$ cat src/rtl/bcd_timer_ctrl_if.sv
// ---------------------------------------------------------------------------
// bcd_timer_ctrl_if
// Groups the user command pulses, the counter feedback bus and the counter
// control outputs of the BCD timer controller into one bundle.
//   i_start / i_stop / i_reset : single-cycle command pulses
//   i_mode                     : 1 = stopwatch, 0 = countdown
//   i_preset[15:0]             : countdown start value, 4 BCD digits
//   i_cnt_val[15:0]            : current BCD value of the counter
//   o_cnt_clr, o_cnt_load[15:0], o_cnt_load_en, o_cnt_en, o_cnt_dir
//                              : counter control
//   o_running, o_done, o_err   : status
// Signal prefixes are from the controller's point of view.
// Modports: master = whoever drives the commands, slave = the controller.
// ---------------------------------------------------------------------------
interface bcd_timer_ctrl_if;
  logic        i_start;
  logic        i_stop;
  logic        i_reset;
  logic        i_mode;
  logic [15:0] i_preset;
  logic [15:0] i_cnt_val;
  logic        o_cnt_clr;
  logic [15:0] o_cnt_load;
  logic        o_cnt_load_en;
  logic        o_cnt_en;
  logic        o_cnt_dir;
  logic        o_running;
  logic        o_done;
  logic        o_err;

  modport master (
    output i_start, i_stop, i_reset, i_mode, i_preset, i_cnt_val,
    input  o_cnt_clr, o_cnt_load, o_cnt_load_en, o_cnt_en, o_cnt_dir,
           o_running, o_done, o_err
  );

  modport slave (
    input  i_start, i_stop, i_reset, i_mode, i_preset, i_cnt_val,
    output o_cnt_clr, o_cnt_load, o_cnt_load_en, o_cnt_en, o_cnt_dir,
           o_running, o_done, o_err
  );
endinterface

$ cat src/rtl/bcd_timer_ctrl.sv
// ---------------------------------------------------------------------------
// bcd_timer_ctrl
// Sequencing controller that turns a 4-digit BCD up/down counter into a
// countdown timer (mode 0, from a preset down to 0000) or a stopwatch
// (mode 1, from 0000 up to 9999). It generates clear/load/enable/direction
// for the counter, divides the clock into count ticks and stops the count at
// the terminal value so the counter never wraps.
// Ports:
//   i_clk    : system clock, rising edge
//   i_clr_n  : asynchronous active-low reset
//   io_bus   : bcd_timer_ctrl_if.slave (commands, counter value, counter
//              control and status outputs; all outputs are registered)
// Parameters:
//   TICK_DIV : clock cycles per count tick (>= 2)
//   PS_W     : prescaler width, 2**PS_W >= TICK_DIV
// ---------------------------------------------------------------------------
module bcd_timer_ctrl #(
  parameter int unsigned TICK_DIV = 4,
  parameter int unsigned PS_W     = 2
) (
  input  logic             i_clk,
  input  logic             i_clr_n,
  bcd_timer_ctrl_if.slave  io_bus
);

  typedef enum logic [2:0] {
    ST_INIT,
    ST_IDLE,
    ST_ARM,
    ST_RUN,
    ST_PAUSE,
    ST_DONE
  } state_t;

  localparam logic [PS_W-1:0] LP_PS_LAST = PS_W'(TICK_DIV - 1);

  state_t          r_state;
  logic [PS_W-1:0] r_ps;
  logic            r_mode;
  logic            r_cnt_clr;
  logic [15:0]     r_cnt_load;
  logic            r_cnt_load_en;
  logic            r_cnt_en;
  logic            r_running;
  logic            r_done;
  logic            r_err;

  logic            w_preset_ok;
  logic            w_terminal;

  // A countdown preset is usable only if every nibble is a decimal digit and
  // the value is not already at the terminal count.
  assign w_preset_ok = (io_bus.i_preset[15:12] <= 4'd9) &&
                       (io_bus.i_preset[11:8]  <= 4'd9) &&
                       (io_bus.i_preset[7:4]   <= 4'd9) &&
                       (io_bus.i_preset[3:0]   <= 4'd9) &&
                       (io_bus.i_preset != 16'h0000);

  assign w_terminal = r_mode ? (io_bus.i_cnt_val == 16'h9999)
                             : (io_bus.i_cnt_val == 16'h0000);

  // Main sequencer. Clear, load, enable and error are one-cycle pulses that
  // default low every cycle. RESET wins over everything, then STOP, then
  // START. The terminal check is skipped while an enable pulse is out,
  // because the counter value seen in that cycle is still the old one.
  // STOP in RUN freezes the prescaler, so a resume continues the partial
  // tick instead of restarting it.
  always_ff @(posedge i_clk or negedge i_clr_n) begin
    if (!i_clr_n) begin
      r_state       <= ST_INIT;
      r_ps          <= '0;
      r_mode        <= 1'b0;
      r_cnt_clr     <= 1'b1;
      r_cnt_load    <= 16'h0000;
      r_cnt_load_en <= 1'b0;
      r_cnt_en      <= 1'b0;
      r_running     <= 1'b0;
      r_done        <= 1'b0;
      r_err         <= 1'b0;
    end else begin
      r_cnt_clr     <= 1'b0;
      r_cnt_load_en <= 1'b0;
      r_cnt_en      <= 1'b0;
      r_err         <= 1'b0;
      if (io_bus.i_reset) begin
        r_cnt_clr <= 1'b1;
        r_ps      <= '0;
        r_state   <= ST_IDLE;
        r_running <= 1'b0;
        r_done    <= 1'b0;
      end else begin
        case (r_state)
          ST_INIT: begin
            r_state <= ST_IDLE;
          end
          ST_IDLE, ST_DONE: begin
            if (!io_bus.i_stop && io_bus.i_start) begin
              if (io_bus.i_mode) begin
                r_mode    <= 1'b1;
                r_cnt_clr <= 1'b1;
                r_state   <= ST_ARM;
                r_done    <= 1'b0;
              end else if (w_preset_ok) begin
                r_mode        <= 1'b0;
                r_cnt_load    <= io_bus.i_preset;
                r_cnt_load_en <= 1'b1;
                r_state       <= ST_ARM;
                r_done        <= 1'b0;
              end else begin
                r_err <= 1'b1;
              end
            end
          end
          ST_ARM: begin
            r_ps      <= '0;
            r_state   <= ST_RUN;
            r_running <= 1'b1;
          end
          ST_RUN: begin
            if (io_bus.i_stop) begin
              r_state   <= ST_PAUSE;
              r_running <= 1'b0;
            end else if (!r_cnt_en && w_terminal) begin
              r_state   <= ST_DONE;
              r_ps      <= '0;
              r_running <= 1'b0;
              r_done    <= 1'b1;
            end else if (r_ps == LP_PS_LAST) begin
              r_ps     <= '0;
              r_cnt_en <= 1'b1;
            end else begin
              r_ps <= r_ps + 1'b1;
            end
          end
          ST_PAUSE: begin
            if (!io_bus.i_stop && io_bus.i_start) begin
              r_state   <= ST_RUN;
              r_running <= 1'b1;
            end
          end
          default: begin
            r_state <= ST_IDLE;
          end
        endcase
      end
    end
  end

  assign io_bus.o_cnt_clr     = r_cnt_clr;
  assign io_bus.o_cnt_load    = r_cnt_load;
  assign io_bus.o_cnt_load_en = r_cnt_load_en;
  assign io_bus.o_cnt_en      = r_cnt_en;
  assign io_bus.o_cnt_dir     = r_mode;
  assign io_bus.o_running     = r_running;
  assign io_bus.o_done        = r_done;
  assign io_bus.o_err         = r_err;

endmodule

$ cat src/flat_wrapper.sv
// flat-port wrapper written by rule: the top's interface ports become plain ports
module bcd_timer_ctrl_flat 
#(
  parameter int unsigned TICK_DIV = 4,
  parameter int unsigned PS_W     = 2
)
  (i_clk, i_clr_n, io_bus_i_start, io_bus_i_stop, io_bus_i_reset, io_bus_i_mode, io_bus_i_preset, io_bus_i_cnt_val, io_bus_o_cnt_clr, io_bus_o_cnt_load, io_bus_o_cnt_load_en, io_bus_o_cnt_en, io_bus_o_cnt_dir, io_bus_o_running, io_bus_o_done, io_bus_o_err);
  bcd_timer_ctrl_if io_bus_i ();
  input  logic i_clk;
  input  logic i_clr_n;
  input wire logic [$bits(io_bus_i.i_start)-1:0] io_bus_i_start;
  input wire logic [$bits(io_bus_i.i_stop)-1:0] io_bus_i_stop;
  input wire logic [$bits(io_bus_i.i_reset)-1:0] io_bus_i_reset;
  input wire logic [$bits(io_bus_i.i_mode)-1:0] io_bus_i_mode;
  input wire logic [$bits(io_bus_i.i_preset)-1:0] io_bus_i_preset;
  input wire logic [$bits(io_bus_i.i_cnt_val)-1:0] io_bus_i_cnt_val;
  output wire logic [$bits(io_bus_i.o_cnt_clr)-1:0] io_bus_o_cnt_clr;
  output wire logic [$bits(io_bus_i.o_cnt_load)-1:0] io_bus_o_cnt_load;
  output wire logic [$bits(io_bus_i.o_cnt_load_en)-1:0] io_bus_o_cnt_load_en;
  output wire logic [$bits(io_bus_i.o_cnt_en)-1:0] io_bus_o_cnt_en;
  output wire logic [$bits(io_bus_i.o_cnt_dir)-1:0] io_bus_o_cnt_dir;
  output wire logic [$bits(io_bus_i.o_running)-1:0] io_bus_o_running;
  output wire logic [$bits(io_bus_i.o_done)-1:0] io_bus_o_done;
  output wire logic [$bits(io_bus_i.o_err)-1:0] io_bus_o_err;
  assign io_bus_i.i_start = io_bus_i_start;
  assign io_bus_i.i_stop = io_bus_i_stop;
  assign io_bus_i.i_reset = io_bus_i_reset;
  assign io_bus_i.i_mode = io_bus_i_mode;
  assign io_bus_i.i_preset = io_bus_i_preset;
  assign io_bus_i.i_cnt_val = io_bus_i_cnt_val;
  assign io_bus_o_cnt_clr = io_bus_i.o_cnt_clr;
  assign io_bus_o_cnt_load = io_bus_i.o_cnt_load;
  assign io_bus_o_cnt_load_en = io_bus_i.o_cnt_load_en;
  assign io_bus_o_cnt_en = io_bus_i.o_cnt_en;
  assign io_bus_o_cnt_dir = io_bus_i.o_cnt_dir;
  assign io_bus_o_running = io_bus_i.o_running;
  assign io_bus_o_done = io_bus_i.o_done;
  assign io_bus_o_err = io_bus_i.o_err;
  bcd_timer_ctrl #(.TICK_DIV(TICK_DIV), .PS_W(PS_W)) u_core (.i_clk(i_clk), .i_clr_n(i_clr_n), .io_bus(io_bus_i));
endmodule
$ cat config.mk
export PLATFORM = sky130hd
export DESIGN_NAME = bcd_timer_ctrl_flat
export DESIGN_NICKNAME = d
export VERILOG_FILES = /design/src/rtl/bcd_timer_ctrl_if.sv /design/src/rtl/bcd_timer_ctrl.sv /design/src/flat_wrapper.sv
export SDC_FILE = /design/constraint.sdc
export NUM_CORES = 1
export LEC_CHECK = 0
export BUFFER_PORTS_ARGS = -buffer_cell sky130_fd_sc_hd__buf_2
export CAP_MARGIN = 20
export CORE_AREA = 2 2 69 71
export CTS_CLUSTER_DIAMETER = 120
export DETAILED_ROUTE_END_ITERATION = 7
export DIE_AREA = 0 0 71 73
export PLACE_DENSITY = 0.63
export SLEW_MARGIN = 25
export SYNTH_ARGS = -nofsm -noshare
export SYNTH_HDL_FRONTEND = slang
export SYNTH_SLANG_ARGS = --single-unit
$ cat constraint.sdc
create_clock -name i_clk -period 4.7 [get_ports i_clk]
set_input_delay 0.235 -clock i_clk [delete_from_list [all_inputs] [get_ports i_clk]]
set_output_delay 0.235 -clock i_clk [all_outputs]
set_load 0.05 [all_outputs]
==> results_dict.tcl <==
set metrics [dict create \
    status "finished, final reports clean" \
    drcViolationCount 0 \
    cts_htree_levels 1 \
    hold_class "input port to register" \
    crit_type "register to register" \
    cts_made_buffers 3 \
    grt_max_degree 29 \
    hold_viol 0 \
    r2r_slack_ns 2.96 \
    postSynthCellCount 122 \
    setup_ws_ns 2.96 \
    synthTopCellsByArea "dfrtp_1 (46%), mux2_4 (10%), mux2_2 (4.6%)" \
    grt_pass1_wl_um 5540 \
    yosysTopAreaCellShare_pct 46.0 \
    skew_ns 0.00206 \
    synth.most_common_cell "dfrtp_1" \
    ys_top_cells_by_count "dfrtp_1 (27), mux2_4 (10), mux2_2 (6), o21ai_0 (6)" \
    finalSetupTns_ns 0 \
    synth_ff_type "dfrtp_1" \
    worst_setup_path_start_kind "register" \
    slew_headroom_pct 58.9 \
    tritoncts "built" \
    netlist_area_um2 1470 \
    drt_iter0_markers 93 \
    power_density_nw_per_um2 378 \
    core_area_um2 4540 \
    antenna_found_initial 0 \
    diodes 0 \
    detail-route-antenna-nets 0 \
    drive_above_1_share_pct 47.8 \
    die-area_um2 5180 \
    ys_warn_count 0 \
    clock_sinks 28 \
    area_growth_pct 29.2 \
    vias_per_cell 5.13 \
    dr_total_vias 1220 \
    worstPathRequired_ns 4.87 \
    drt_wl_total_um 3290 \
    power.leakage_nw 0.954 \
    fmax_ghz 0.573 \
    synth_area_leader_cell "dfrtp_1" \
    cp-end-kind "register" \
    die_w_um 71 \
    slew_viol_final 0 \
    fillers 418 \
    ir_drop_mv 0.160 \
    worstMarginPinSlew_ns 0.616 \
    portBuffers 60 \
    avgSynthCellArea_um2 12.1 \
    ys_seq_elements 28 \
    ioPinCount 61 \
    synth-seq-area-share_pct 47.7 \
    syn_nets 161 \
    post_cts_buffers 0 \
    dp_slack_ns 2.83 \
    postSynth.asyncResetShare_pct 100 \
    placed_area_um2 1820 \
    maxCapViolCount 0 \
    clk_latency_ns 0.27 \
    min_period_ns 1.74 \
    synth_edf_count 0 \
    path_max_fanout 16 \
    period_share_pct 37.1 \
    grt_usage_pct 13.4 \
    final_util_pct 41.9 \
    crit_arrival_ns 1.91 \
    grt_pass1_vias 1199 \
    synthDistinctLibCells 46 \
    hpwlAfterDp_um 2560 \
    power_mw 0.717 \
    gp_congestion 0.766 \
    fp.dieH_um 73 \
    design_area_um2 1900 \
    cts-root-buf "clkbuf_8" \
    grt.overflow.total 0 \
    rows 25 \
    rsz0062_at_grt "no" \
    clk_pin_slew_ns 0.10 \
    drt_pass1_iterations 4 \
    start_util_pct 32.4 \
    wl_per_cell_um 13.8 \
    finalSetupViolCount 0 \
    clockBufferDepth 2 \
    final_nets 224 \
]
power by group:
group,switching (mW),internal [mW],total [mW]
combinational,0.152,0.0765,0.229
sequential,0.0242,0.273,0.297
clock,0.0775,0.114,0.192
total,0.254,0.463,0.717
area by class of cell:
class | count | area [um2] | share of cell area [%]
Inverter | 5 | 18.8 | 0.988
Sequential cell | 28 | 702 | 37.0
Clock inverter | 1 | 30.0 | 1.58
Multi-Input combinational cell | 86 | 729 | 38.4
Clock buffer | 3 | 41.3 | 2.17
Timing Repair Buffer | 61 | 310 | 16.3
Tap cell | 54 | 67.6 | 3.56
flip-flops by register name, indices dropped and copies added, names as in the netlist:
register,cells
u_core.io_bus.o_cnt_load,16
u_core.io_bus.o_cnt_dir,1
u_core.io_bus.o_done,1
u_core.r_ps,2
u_core.io_bus.o_cnt_load_en,1
u_core.io_bus.o_cnt_clr,1
u_core.io_bus.o_running,1
u_core.io_bus.o_err,1
u_core.io_bus.o_cnt_en,1
u_core.r_state,3
cells in the final DEF, fill, tap and decap left out, types with 2 or more instances in the layout:
cell       count
nand2_1        4
and4_1         2
nand4_1        3
o21ai_0        6
mux2_4        10
o32ai_1        2
inv_1          5
a2bb2oi_1      2
dfrtp_1       27
or4_1          2
o21ai_1        2
a21oi_1        2
nor3b_1        2
a31oi_1        2
mux2_2         6
nand2b_1       4
nor2b_1        2
buf_2         60
nor2_1         2
o211ai_1       3
clkbuf_8       3
nor4_1         5
nor3_1         4
worst max-delay path, cell delays in order, from the launching register on:
cell	delay, ns
dfrtp_1	0.48
nand4bb_4	0.27
nor2_4	0.16
nand4_4	0.33
mux2_4	0.41
through the flow:
| step | instances | hold WS (ns) |
|---|---|---|
| floorplan | 122 | -0.0606 |
| global placement | 233 | 0.290 |
| detailed placement | 233 | 0.301 |
| CTS | 238 | 0.195 |
| global route | 238 | 0.194 |
| finish | 238 | 0.200 |
logic make-up after synthesis:
group / share of synthesized area, %
DFF: 47.7
and+or+nand+nor: 21.0
buffers and inverters: 2.64
muxes: 14.8
AOI/OAI and AO/OA: 12.9
adders and majority gates: 0.851
layer usage:
metal  global-route usage (%)  wire [um]  vias to the layer above
li1                         -          -                      598
met1                     18.8       1580                      564
met2                     21.4       1410                       54
met3                     3.04        277                        4
met4                     3.14         27                        0
met5                        0          0                        -
path summary, 6_finish.rpt:
path | cells past startpoint | from | to
worst max register to register | 4 | u_core.r_state[1] | u_core.io_bus.o_cnt_load[4]
worst max-delay path | 4 | u_core.r_state[1] | u_core.io_bus.o_cnt_load[4]
max in group asynchronous | 2 | i_clr_n | u_core.io_bus.o_running
worst min-delay path | 2 | io_bus_i_mode | u_core.io_bus.o_cnt_load_en
worst min register to register | 2 | u_core.r_ps[1] | u_core.r_ps[1]
min in group asynchronous | 2 | i_clr_n | u_core.io_bus.o_cnt_load[2]
repair_timing:
item | in CTS | in global routing
endpoints found under the hold margin | 27 | 0
hold buffers | 1 | 0
resized for setup | 0 | 0
Note: power is estimated with default switching activity, not from simulation.
